[config.mk]
export PLATFORM = sky130hd
export DESIGN_NAME = bat_amateur_useq
export DESIGN_NICKNAME = d
export VERILOG_FILES = /design/src/rtl/bat_amateur_pkg.sv /design/src/rtl/bat_amateur_uop_rom.sv /design/src/rtl/bat_amateur_useq.sv
export SDC_FILE = /design/constraint.sdc
export NUM_CORES = 1
export LEC_CHECK = 0
export ABC_AREA = 1
export CORE_ASPECT_RATIO = 0.6
export CORE_MARGIN = 2
export CORE_UTILIZATION = 37
export DETAILED_ROUTE_END_ITERATION = 10
export PLACE_DENSITY = 0.78
export SYNTH_ARGS = -nofsm -noshare
export SYNTH_HDL_FRONTEND = slang
export SYNTH_HIERARCHICAL = 1
export SYNTH_SLANG_ARGS = --single-unit
[constraint.sdc]
create_clock -name CLK -period 1.5 [get_ports CLK]
set_input_delay 0.15 -clock CLK [delete_from_list [all_inputs] [get_ports CLK]]
set_output_delay 0.15 -clock CLK [all_outputs]
set_load 0.02 [all_outputs]
[src/rtl/bat_amateur_pkg.sv]
// bat_amateur_pkg
// Shared definitions for the BatAmateur microcode sequencer:
//   - datapath control-word field offsets/widths (PC, MAR, RAM, IR, REGS, ALU)
//   - sequencer-field offsets inside the ROM's sequencer word
//   - sequencer state enum, UOP_START, flag indices and the opcode map
package bat_amateur_pkg;

    // Datapath control word layout
    localparam int CTRL_PC_OFF   = 0;
    localparam int CTRL_PC_W     = 4;
    localparam int CTRL_MAR_OFF  = 4;
    localparam int CTRL_MAR_W    = 2;
    localparam int CTRL_RAM_OFF  = 6;
    localparam int CTRL_RAM_W    = 4;
    localparam int CTRL_IR_OFF   = 10;
    localparam int CTRL_IR_W     = 2;
    localparam int CTRL_REGS_OFF = 12;
    localparam int CTRL_REGS_W   = 16;
    localparam int CTRL_ALU_OFF  = 28;
    localparam int CTRL_ALU_W    = 12;

    // Individual control lines
    localparam int PC_EN     = CTRL_PC_OFF + 0;    // PC drives the address bus
    localparam int PC_INC    = CTRL_PC_OFF + 1;
    localparam int MAR_LOAD  = CTRL_MAR_OFF + 0;
    localparam int RAM_OE    = CTRL_RAM_OFF + 0;
    localparam int IR_LOAD   = CTRL_IR_OFF + 0;
    localparam int OPER_W    = 12;                 // register selects copied from INSTR[11:0]
    localparam int REG_WE    = CTRL_REGS_OFF + OPER_W;
    localparam int REG_OE    = CTRL_REGS_OFF + OPER_W + 1;
    localparam int ALU_CIN   = CTRL_ALU_OFF + 4;
    localparam int ALU_LATCH = CTRL_ALU_OFF + 5;   // latch result and ALU flags

    // Sequencer word layout: single-bit fields first, then mask, select, target
    localparam int SEQ_END        = 0;
    localparam int SEQ_READ_FLAGS = 1;
    localparam int SEQ_BR_EN      = 2;
    localparam int SEQ_BR_POL     = 3;
    localparam int SEQ_HALT       = 4;
    localparam int SEQ_MASK_OFF   = 5;

    function automatic int sel_width(input int nflags);
        return (nflags > 1) ? $clog2(nflags) : 1;
    endfunction

    function automatic int seq_sel_off(input int nflags);
        return SEQ_MASK_OFF + nflags;
    endfunction

    function automatic int seq_tgt_off(input int nflags);
        return seq_sel_off(nflags) + sel_width(nflags);
    endfunction

    function automatic int seq_width(input int nflags, input int uop_w);
        return seq_tgt_off(nflags) + uop_w;
    endfunction

    typedef enum logic [0:0] {
        ST_RUN    = 1'b0,
        ST_HALTED = 1'b1
    } state_e;

    // Truncated to UOP_W where used
    localparam logic [31:0] UOP_START = '1;

    localparam int FLAG_ZERO = 0;
    localparam int FLAG_COUT = 1;

    localparam int OPCODE_W = 4;
    typedef enum logic [OPCODE_W-1:0] {
        OP_ALU    = 4'h0,   // fetch, read regs, ALU, write back, END at step 4
        OP_LOOP   = 4'h1,   // long no-op, never ENDs: counter wraps 7 -> 0
        OP_BRANCH = 4'h2,   // load zero flag, branch on carry, branch on zero
        OP_LDFLAG = 4'h3,   // load all flags at step 2, END at step 3
        OP_HALT   = 4'h4    // HALT (with END) at step 3
    } opcode_e;

endpackage

[src/rtl/bat_amateur_uop_rom.sv]
// bat_amateur_uop_rom
// Combinational decode of {opcode, uop, flags} into the datapath control word
// and the sequencer word.
//   instr : current instruction (opcode in the top OPCODE_W bits)
//   uop   : current micro-op index
//   flags : latched ALU flags
//   ctrl  : datapath control word
//   seq   : {BR_TGT, BR_SEL, FLAG_MASK, HALT, BR_POL, BR_EN, READ_FLAGS, END}
module bat_amateur_uop_rom
    import bat_amateur_pkg::*;
#(
    parameter int INSTR_W = 16,
    parameter int UOP_W   = 3,
    parameter int NFLAGS  = 2,
    parameter int CTRL_W  = 40
) (
    input  logic [INSTR_W-1:0]                    instr,
    input  logic [UOP_W-1:0]                      uop,
    input  logic [NFLAGS-1:0]                     flags,
    output logic [CTRL_W-1:0]                     ctrl,
    output logic [seq_width(NFLAGS, UOP_W)-1:0]   seq
);

    localparam int SEL_W = sel_width(NFLAGS);

    logic [OPCODE_W-1:0] opc;
    logic                end_f, rd_f, br_en_f, br_pol_f, halt_f;
    logic [NFLAGS-1:0]   mask_f;
    logic [SEL_W-1:0]    br_sel_f;
    logic [UOP_W-1:0]    br_tgt_f;

    assign opc = instr[INSTR_W-1 -: OPCODE_W];

    always_comb begin
        // Everything not decoded below is an unused entry: END with CTRL = 0
        ctrl     = '0;
        end_f    = 1'b1;
        rd_f     = 1'b0;
        mask_f   = '0;
        br_en_f  = 1'b0;
        br_pol_f = 1'b0;
        br_sel_f = '0;
        br_tgt_f = '0;
        halt_f   = 1'b0;

        if (uop == '1) begin
            // The all-ones slot is the idle step between instructions for every
            // opcode (legal or not); it never ENDs so the next edge fetches at 0.
            end_f = 1'b0;
        end else if (opc <= OP_HALT) begin
            if (uop == UOP_W'(0)) begin
                end_f          = 1'b0;
                ctrl[PC_EN]    = 1'b1;
                ctrl[MAR_LOAD] = 1'b1;
            end else if (uop == UOP_W'(1)) begin
                end_f         = 1'b0;
                ctrl[RAM_OE]  = 1'b1;
                ctrl[IR_LOAD] = 1'b1;
                ctrl[PC_INC]  = 1'b1;
            end else begin
                case (opc)
                    OP_ALU: begin
                        if (uop == UOP_W'(2)) begin
                            end_f = 1'b0;
                            ctrl[CTRL_REGS_OFF +: OPER_W] = instr[OPER_W-1:0];
                            ctrl[REG_OE] = 1'b1;
                        end else if (uop == UOP_W'(3)) begin
                            end_f = 1'b0;
                            ctrl[CTRL_REGS_OFF +: OPER_W] = instr[OPER_W-1:0];
                            ctrl[ALU_LATCH] = 1'b1;
                            ctrl[ALU_CIN]   = flags[FLAG_COUT];
                        end else if (uop == UOP_W'(4)) begin
                            ctrl[CTRL_REGS_OFF +: OPER_W] = instr[OPER_W-1:0];
                            ctrl[REG_WE] = 1'b1;
                        end
                    end
                    OP_LOOP: begin
                        end_f = 1'b0;
                    end
                    OP_BRANCH: begin
                        if (uop == UOP_W'(2)) begin
                            end_f             = 1'b0;
                            ctrl[ALU_LATCH]   = 1'b1;
                            rd_f              = 1'b1;
                            mask_f[FLAG_ZERO] = 1'b1;
                        end else if (uop == UOP_W'(3)) begin
                            end_f    = 1'b0;
                            br_en_f  = 1'b1;
                            br_sel_f = SEL_W'(FLAG_COUT);
                            br_pol_f = 1'b1;
                            br_tgt_f = UOP_W'(5);
                        end else if (uop == UOP_W'(4)) begin
                            end_f    = 1'b0;
                            br_en_f  = 1'b1;
                            br_sel_f = SEL_W'(FLAG_ZERO);
                            br_pol_f = 1'b1;
                            br_tgt_f = UOP_W'(6);
                        end else if (uop == UOP_W'(6)) begin
                            // Conditional write-back: only when the result was zero
                            ctrl[REG_WE] = flags[FLAG_ZERO];
                        end
                    end
                    OP_LDFLAG: begin
                        if (uop == UOP_W'(2)) begin
                            end_f           = 1'b0;
                            ctrl[ALU_LATCH] = 1'b1;
                            rd_f            = 1'b1;
                            mask_f          = '1;
                        end
                    end
                    OP_HALT: begin
                        if (uop == UOP_W'(2)) begin
                            end_f = 1'b0;
                        end else if (uop == UOP_W'(3)) begin
                            halt_f = 1'b1;
                        end
                    end
                    default: ;
                endcase
            end
        end
    end

    assign seq = {br_tgt_f, br_sel_f, mask_f, halt_f, br_pol_f, br_en_f, rd_f, end_f};

endmodule

[src/rtl/bat_amateur_useq.sv]
// bat_amateur_useq
// Microcode sequencer: micro-op counter, masked flag register, conditional
// micro-branches, bus stalls and a HALTED state. State moves on the falling
// edge of CLK so outputs settle before the datapath samples on the rising edge.
//   CLK       : clock (sequencer acts on falling edge)
//   RST       : synchronous active-low reset
//   INSTR     : instruction from IR
//   ALU_FLAGS : ALU flag outputs (bit0 zero, bit1 carry-out)
//   STALL     : holds the current micro-op and flags
//   RESUME    : leaves HALTED
//   CTRL      : datapath control word (zero in reset or HALTED)
//   UOP       : current micro-op index
//   FLAGS     : latched flags
//   HALTED    : sequencer is halted
module bat_amateur_useq
    import bat_amateur_pkg::*;
#(
    parameter int INSTR_W = 16,
    parameter int UOP_W   = 3,
    parameter int NFLAGS  = 2,
    parameter int CTRL_W  = 40
) (
    input  logic               CLK,
    input  logic               RST,
    input  logic [INSTR_W-1:0] INSTR,
    input  logic [NFLAGS-1:0]  ALU_FLAGS,
    input  logic               STALL,
    input  logic               RESUME,
    output logic [CTRL_W-1:0]  CTRL,
    output logic [UOP_W-1:0]   UOP,
    output logic [NFLAGS-1:0]  FLAGS,
    output logic               HALTED
);

    localparam int SEL_W   = sel_width(NFLAGS);
    localparam int SEL_OFF = seq_sel_off(NFLAGS);
    localparam int TGT_OFF = seq_tgt_off(NFLAGS);
    localparam int SEQ_W   = seq_width(NFLAGS, UOP_W);
    localparam logic [UOP_W-1:0] UOP_IDLE = UOP_START[UOP_W-1:0];

    logic [UOP_W-1:0]  uop_q, uop_d;
    logic [NFLAGS-1:0] flags_q, flags_d;
    state_e            state_q, state_d;

    logic [CTRL_W-1:0] rom_ctrl;
    logic [SEQ_W-1:0]  rom_seq;

    bat_amateur_uop_rom #(
        .INSTR_W (INSTR_W),
        .UOP_W   (UOP_W),
        .NFLAGS  (NFLAGS),
        .CTRL_W  (CTRL_W)
    ) u_rom (
        .instr (INSTR),
        .uop   (uop_q),
        .flags (flags_q),
        .ctrl  (rom_ctrl),
        .seq   (rom_seq)
    );

    logic              seq_end, seq_rd, seq_br_en, seq_br_pol, seq_halt;
    logic [NFLAGS-1:0] seq_mask;
    logic [SEL_W-1:0]  seq_sel;
    logic [UOP_W-1:0]  seq_tgt;

    assign seq_end    = rom_seq[SEQ_END];
    assign seq_rd     = rom_seq[SEQ_READ_FLAGS];
    assign seq_br_en  = rom_seq[SEQ_BR_EN];
    assign seq_br_pol = rom_seq[SEQ_BR_POL];
    assign seq_halt   = rom_seq[SEQ_HALT];
    assign seq_mask   = rom_seq[SEQ_MASK_OFF +: NFLAGS];
    assign seq_sel    = rom_seq[SEL_OFF +: SEL_W];
    assign seq_tgt    = rom_seq[TGT_OFF +: UOP_W];

    always_comb begin
        uop_d   = uop_q;
        flags_d = flags_q;
        state_d = state_q;
        if (!RST) begin
            uop_d   = UOP_IDLE;
            flags_d = '0;
            state_d = ST_RUN;
        end else if (state_q == ST_HALTED) begin
            if (RESUME) begin
                state_d = ST_RUN;
                uop_d   = UOP_IDLE;
            end
        end else if (!STALL) begin
            // Branch tests flags_q, i.e. the value before any load on this edge
            if (seq_halt) begin
                state_d = ST_HALTED;
            end else if (seq_end) begin
                uop_d = UOP_IDLE;
            end else if (seq_br_en && (flags_q[seq_sel] == seq_br_pol)) begin
                uop_d = seq_tgt;
            end else begin
                uop_d = uop_q + UOP_W'(1);
            end
            if (seq_rd) begin
                flags_d = (flags_q & ~seq_mask) | (ALU_FLAGS & seq_mask);
            end
        end
    end

    always_ff @(negedge CLK) begin
        uop_q   <= uop_d;
        flags_q <= flags_d;
        state_q <= state_d;
    end

    assign CTRL   = (!RST || state_q == ST_HALTED) ? '0 : rom_ctrl;
    assign UOP    = uop_q;
    assign FLAGS  = flags_q;
    assign HALTED = (state_q == ST_HALTED);

endmodule

======== After elaboration in Yosys (flattened, before gate mapping) ========
Index checks and enable logic that the tools add are counted.
operators by class
  add/subtract/negate cells ............... 1
  magnitude comparators ................... 2
  eq/ne operators ......................... 14
  muxes and demuxes ....................... 98
  bitwise gates (word level) .............. 6
  reductions and logical operators ........ 9
operator list
  cell                   count
  $mux W1                58
  $mux W14               4
  $mux W3                14
  $mux W12               3
  $mux W34               1
  $mux W2                13
  $mux W13               1
  $eq A3 B3 Y1 const B   3
  $eq A4 B2 Y1 const B   2
  $eq A3 B2 Y1 const B   2
  $pmux W1 S2            3
  $reduce_and A3 Y1      2
  $and A2 B2 Y2          2
  $eq A4 B1 Y1 const B   1
  $eq A4 B3 Y1 const B   1
  $le A4 B3 Y1 const B   1
  $logic_not A4 Y1       1
  $ne A2 B2 Y1 const B   2
  $pmux W1 S4            1
  $reduce_or A2 Y1       2
  $add A3 B1 Y3 const B  1
  $eq A3 B1 Y1 const B   1
  $logic_not A3 Y1       1
  $lt A1 B2 Y1 const B   1
  8 further kinds        9
word-level totals
  register bits after elaboration ......... 6
  output and inout bits ................... 46
  logic and storage cells ................. 133

======== Longest topological paths before layout ========
  depth in word-level cells ............... 17
  gate-level depth with buffers ........... 15
  gate-level depth less buffers ........... 14

======== Cells and area by module ========
The synthesis kept the hierarchy.
by module, submodules not included
  module               times used  cells each  area an instance (um2)  sequential area each (um2)
  bat_amateur_useq     1           143         711.9                   120.1
  bat_amateur_uop_rom  1           108         654.4                   0.0

==> impl_metrics.toml <==
[critical_path]
critical_path.max_stage_delay_ns = 0.42
crit_chain = "nor2_4, nand2_2, nand2_2, inv_4, nand3_4, buf_12, nor3b_4, inv_2, nor2_4, buf_6"
r2r_slack_ns = -0.41
end_kind = "output pin"
start_kind = "flip-flop"
required_ns = 1.35
cpMaxStageDelayCell = "dfxtp_4"
timing.rr.start = "UOP[1]"
cp-startpoint = "UOP[1]"
critical-path-top-delay-family = "simple AND/OR/NAND/NOR gates"
crit_buf_inv = 4
r2r_end = "UOP[1]"
crit_type = "reg -> out"
critPathArrivalTime_ns = 2.52
worstRegToRegCells = 13
critPathMaxFanout = 6

[drt]
antenna_left = 0
post_drt_wl_per_cell_um = 14.1
totalWireLength_um = 5590
drc = 0
dr.first_iter.drc_count = 156
vias_per_cell = 4.70
vias = 1858
drt-pass1-iter-count = 4

[synth]
syn-cell-area_um2 = 1370
synthCells = 251
yosys_warnings = 6
avgSynthCellArea_um2 = 5.44
synth_flop_cell = "dfxtp_1"
synth_edf_count = 0
async_flop_share_pct = 0
synth-seq-cells = 6
ys_seq_area_share_pct = 8.79
synth_cell_types = 21

[timing]
hold_viol_final = 0
fin_worst_skew_ns = 0.0223
rsz0062_at_grt = "true"
setup_viol = 33
drv_slew = 0
finalWorstSetupSlack_ns = -1.17

[power_and_ir_drop]
p_leak_uw = 0.00120
vdd_drop_max_mv = 0.595
p_per_area_nw_per_um2 = 424

[min_path]
min_to = "HALTED"
worstHoldPathCells = 2
min-delay-start = "HALTED"
hp-class = "reg -> reg"

[global_routing]
antenna_found_initial = 0
top_usage_layer = "met2"
grt_pass1_vias = 1700
use_met1_pct = 25.6
grtUsageTotal_pct = 24.5
grt_max_degree = 28
gr-total-overflow = 0
grt_pass1_wl_um = 7700
met2_usage_pct = 43.0
grt_use_met3_pct = 7.77

[place]
portBuffers = 48
dp_hpwl_um = 3030
dp_slack_ns = -1.27
place_congestion = 0.894
dp_cells = 360

[die]
die_w_um = 82.5
coreArea_um2 = 3590
fp.dieArea_um2 = 4210
rows = 17
die_height_um = 51.1
io_pins = 68
initial_core_util_pct = 38.0

[cts]
worstSkewPairLatency_ns = 0.32
cts_tree = "done"
clkTransAtPathRegs_ns = 0.05
cts.htree.levels = 1
postCtsHoldBufs = 0
cts_buffers = 3
cts.sinks = 6
cts_root_buf = "clkbuf_8"
clock_path_buffers = 2

[final_layout]
multi_input_area_um2 = 1180
antenna_cells = 0
fin_util_pct = 77.7
syn_to_final_growth_pct = 104
n_fill_cell = 244
layout.nets = 373
stdcell_count = 395
drive_gt1_share_pct = 56.0
seqCellArea_um2 = 135

[run]
drv_cap = 0

[status]
violations = "negative setup slack"
outcome = "complete, but fails checks"
==> synth_stat cells, drive strengths merged (5+ instances only) <==
library cell,count,area [µm²]
a21oi,5,25.0
nor2,60,228
nor3b,12,140
o21ai,7,35.0
nand2,35,131
inv,67,251
nand4,5,31.3
nand3,12,70.1
dfxtp,6,120
buf,37,282
==> metrics by stage <==
stage | setup TNS [ns] | cell area (µm²) | power [µW] | hold slack, ns
finish | -26.88 | 2790 | 1180 | 0.506
global route | -28.73 | 2790 | 1250 | 0.530
CTS | -24.60 | 2670 | 1090 | 0.507
detailed placement | -32.55 | 2210 | 666 | 0.498
global placement | -31.67 | 2210 | 661 | 0.473
floorplan | -12.83 | 1690 | 536 | 0.541
==> routing by layer <==
layer / wire length [µm] / part of all wire (%)
met5: 0 / 0
met4: 302 / 5.4
met3: 507 / 9.1
met2: 2610 / 47
met1: 2160 / 39
==> cells in the final DEF (no fill, tap or decap), types with 4 or more instances in the layout <==
cell type,Yosys,layout
inv_1,65,52
buf_6,1,48
buf_4,36,36
nor2_4,0,29
nor2_1,59,27
conb_1,1,19
nand2_1,35,17
clkdlybuf4s50_1,0,17
inv_2,2,15
nand2_2,0,15
nor3b_2,10,10
nand4_1,5,5
nand3_1,10,5
inv_4,0,5
nand2_4,0,4
nand3_2,2,4
nor2_2,1,4
==> worst max-delay path by stage <==
stage | endpoint | slack (ns) | cells past startpoint
final | CTRL[15] | -1.17 | 10
after global routing | CTRL[16] | -1.24 | 10
after CTS | CTRL[23] | -1.08 | 10
after detailed placement | CTRL[16] | -1.27 | 9
after global placement | CTRL[13] | -1.22 | 9
after floorplan | CTRL[12] | -0.65 | 9
==> worst reg2reg max path: stages (launching register included) <==
cell and delay [ns]:
dfxtp_4 0.42, inv_4 0.07, nor2_4 0.13, buf_6 0.12, nand2_2 0.05, buf_4 0.15, nand2_1 0.07, nand3_1 0.13
nand2_1 0.13, a21oi_1 0.09, nor2_2 0.15, nand3_1 0.12, nand2_1 0.08, nand2_1 0.08
==> cell families after synthesis <==
kind of cell	share of synthesized area, %
AO/OA/AOI/OAI	6.41
other	0.274
XOR/XNOR	0.641
AND/OR/NAND/NOR	44.0
adder cells (fa/ha/maj)	0.916
buffers and inverters	39.0
flip-flops	8.79
==> layout make-up <==
class	instances	area share, %
clock buffer	3	1.48
clock inverter	6	0.807
inverter	66	9.32
multi-input combinational	160	42.3
sequential	6	4.84
tap	47	2.11
timing repair buffer	107	39.2
==> what timing repair did <==
item	4_1_cts	5_1_grt
resized for setup	243	30
setup buffers	20	12
endpoints found under the setup margin	33	33
pin swaps	40	28
gates cloned	2	0
==> power by group <==
group / internal, µW / switching (µW) / total, µW
combinational: 286 / 358 / 644
sequential: 172 / 22.5 / 194
clock: 197 / 147 / 345
No activity file was read; power rests on OpenSTA's default activity.
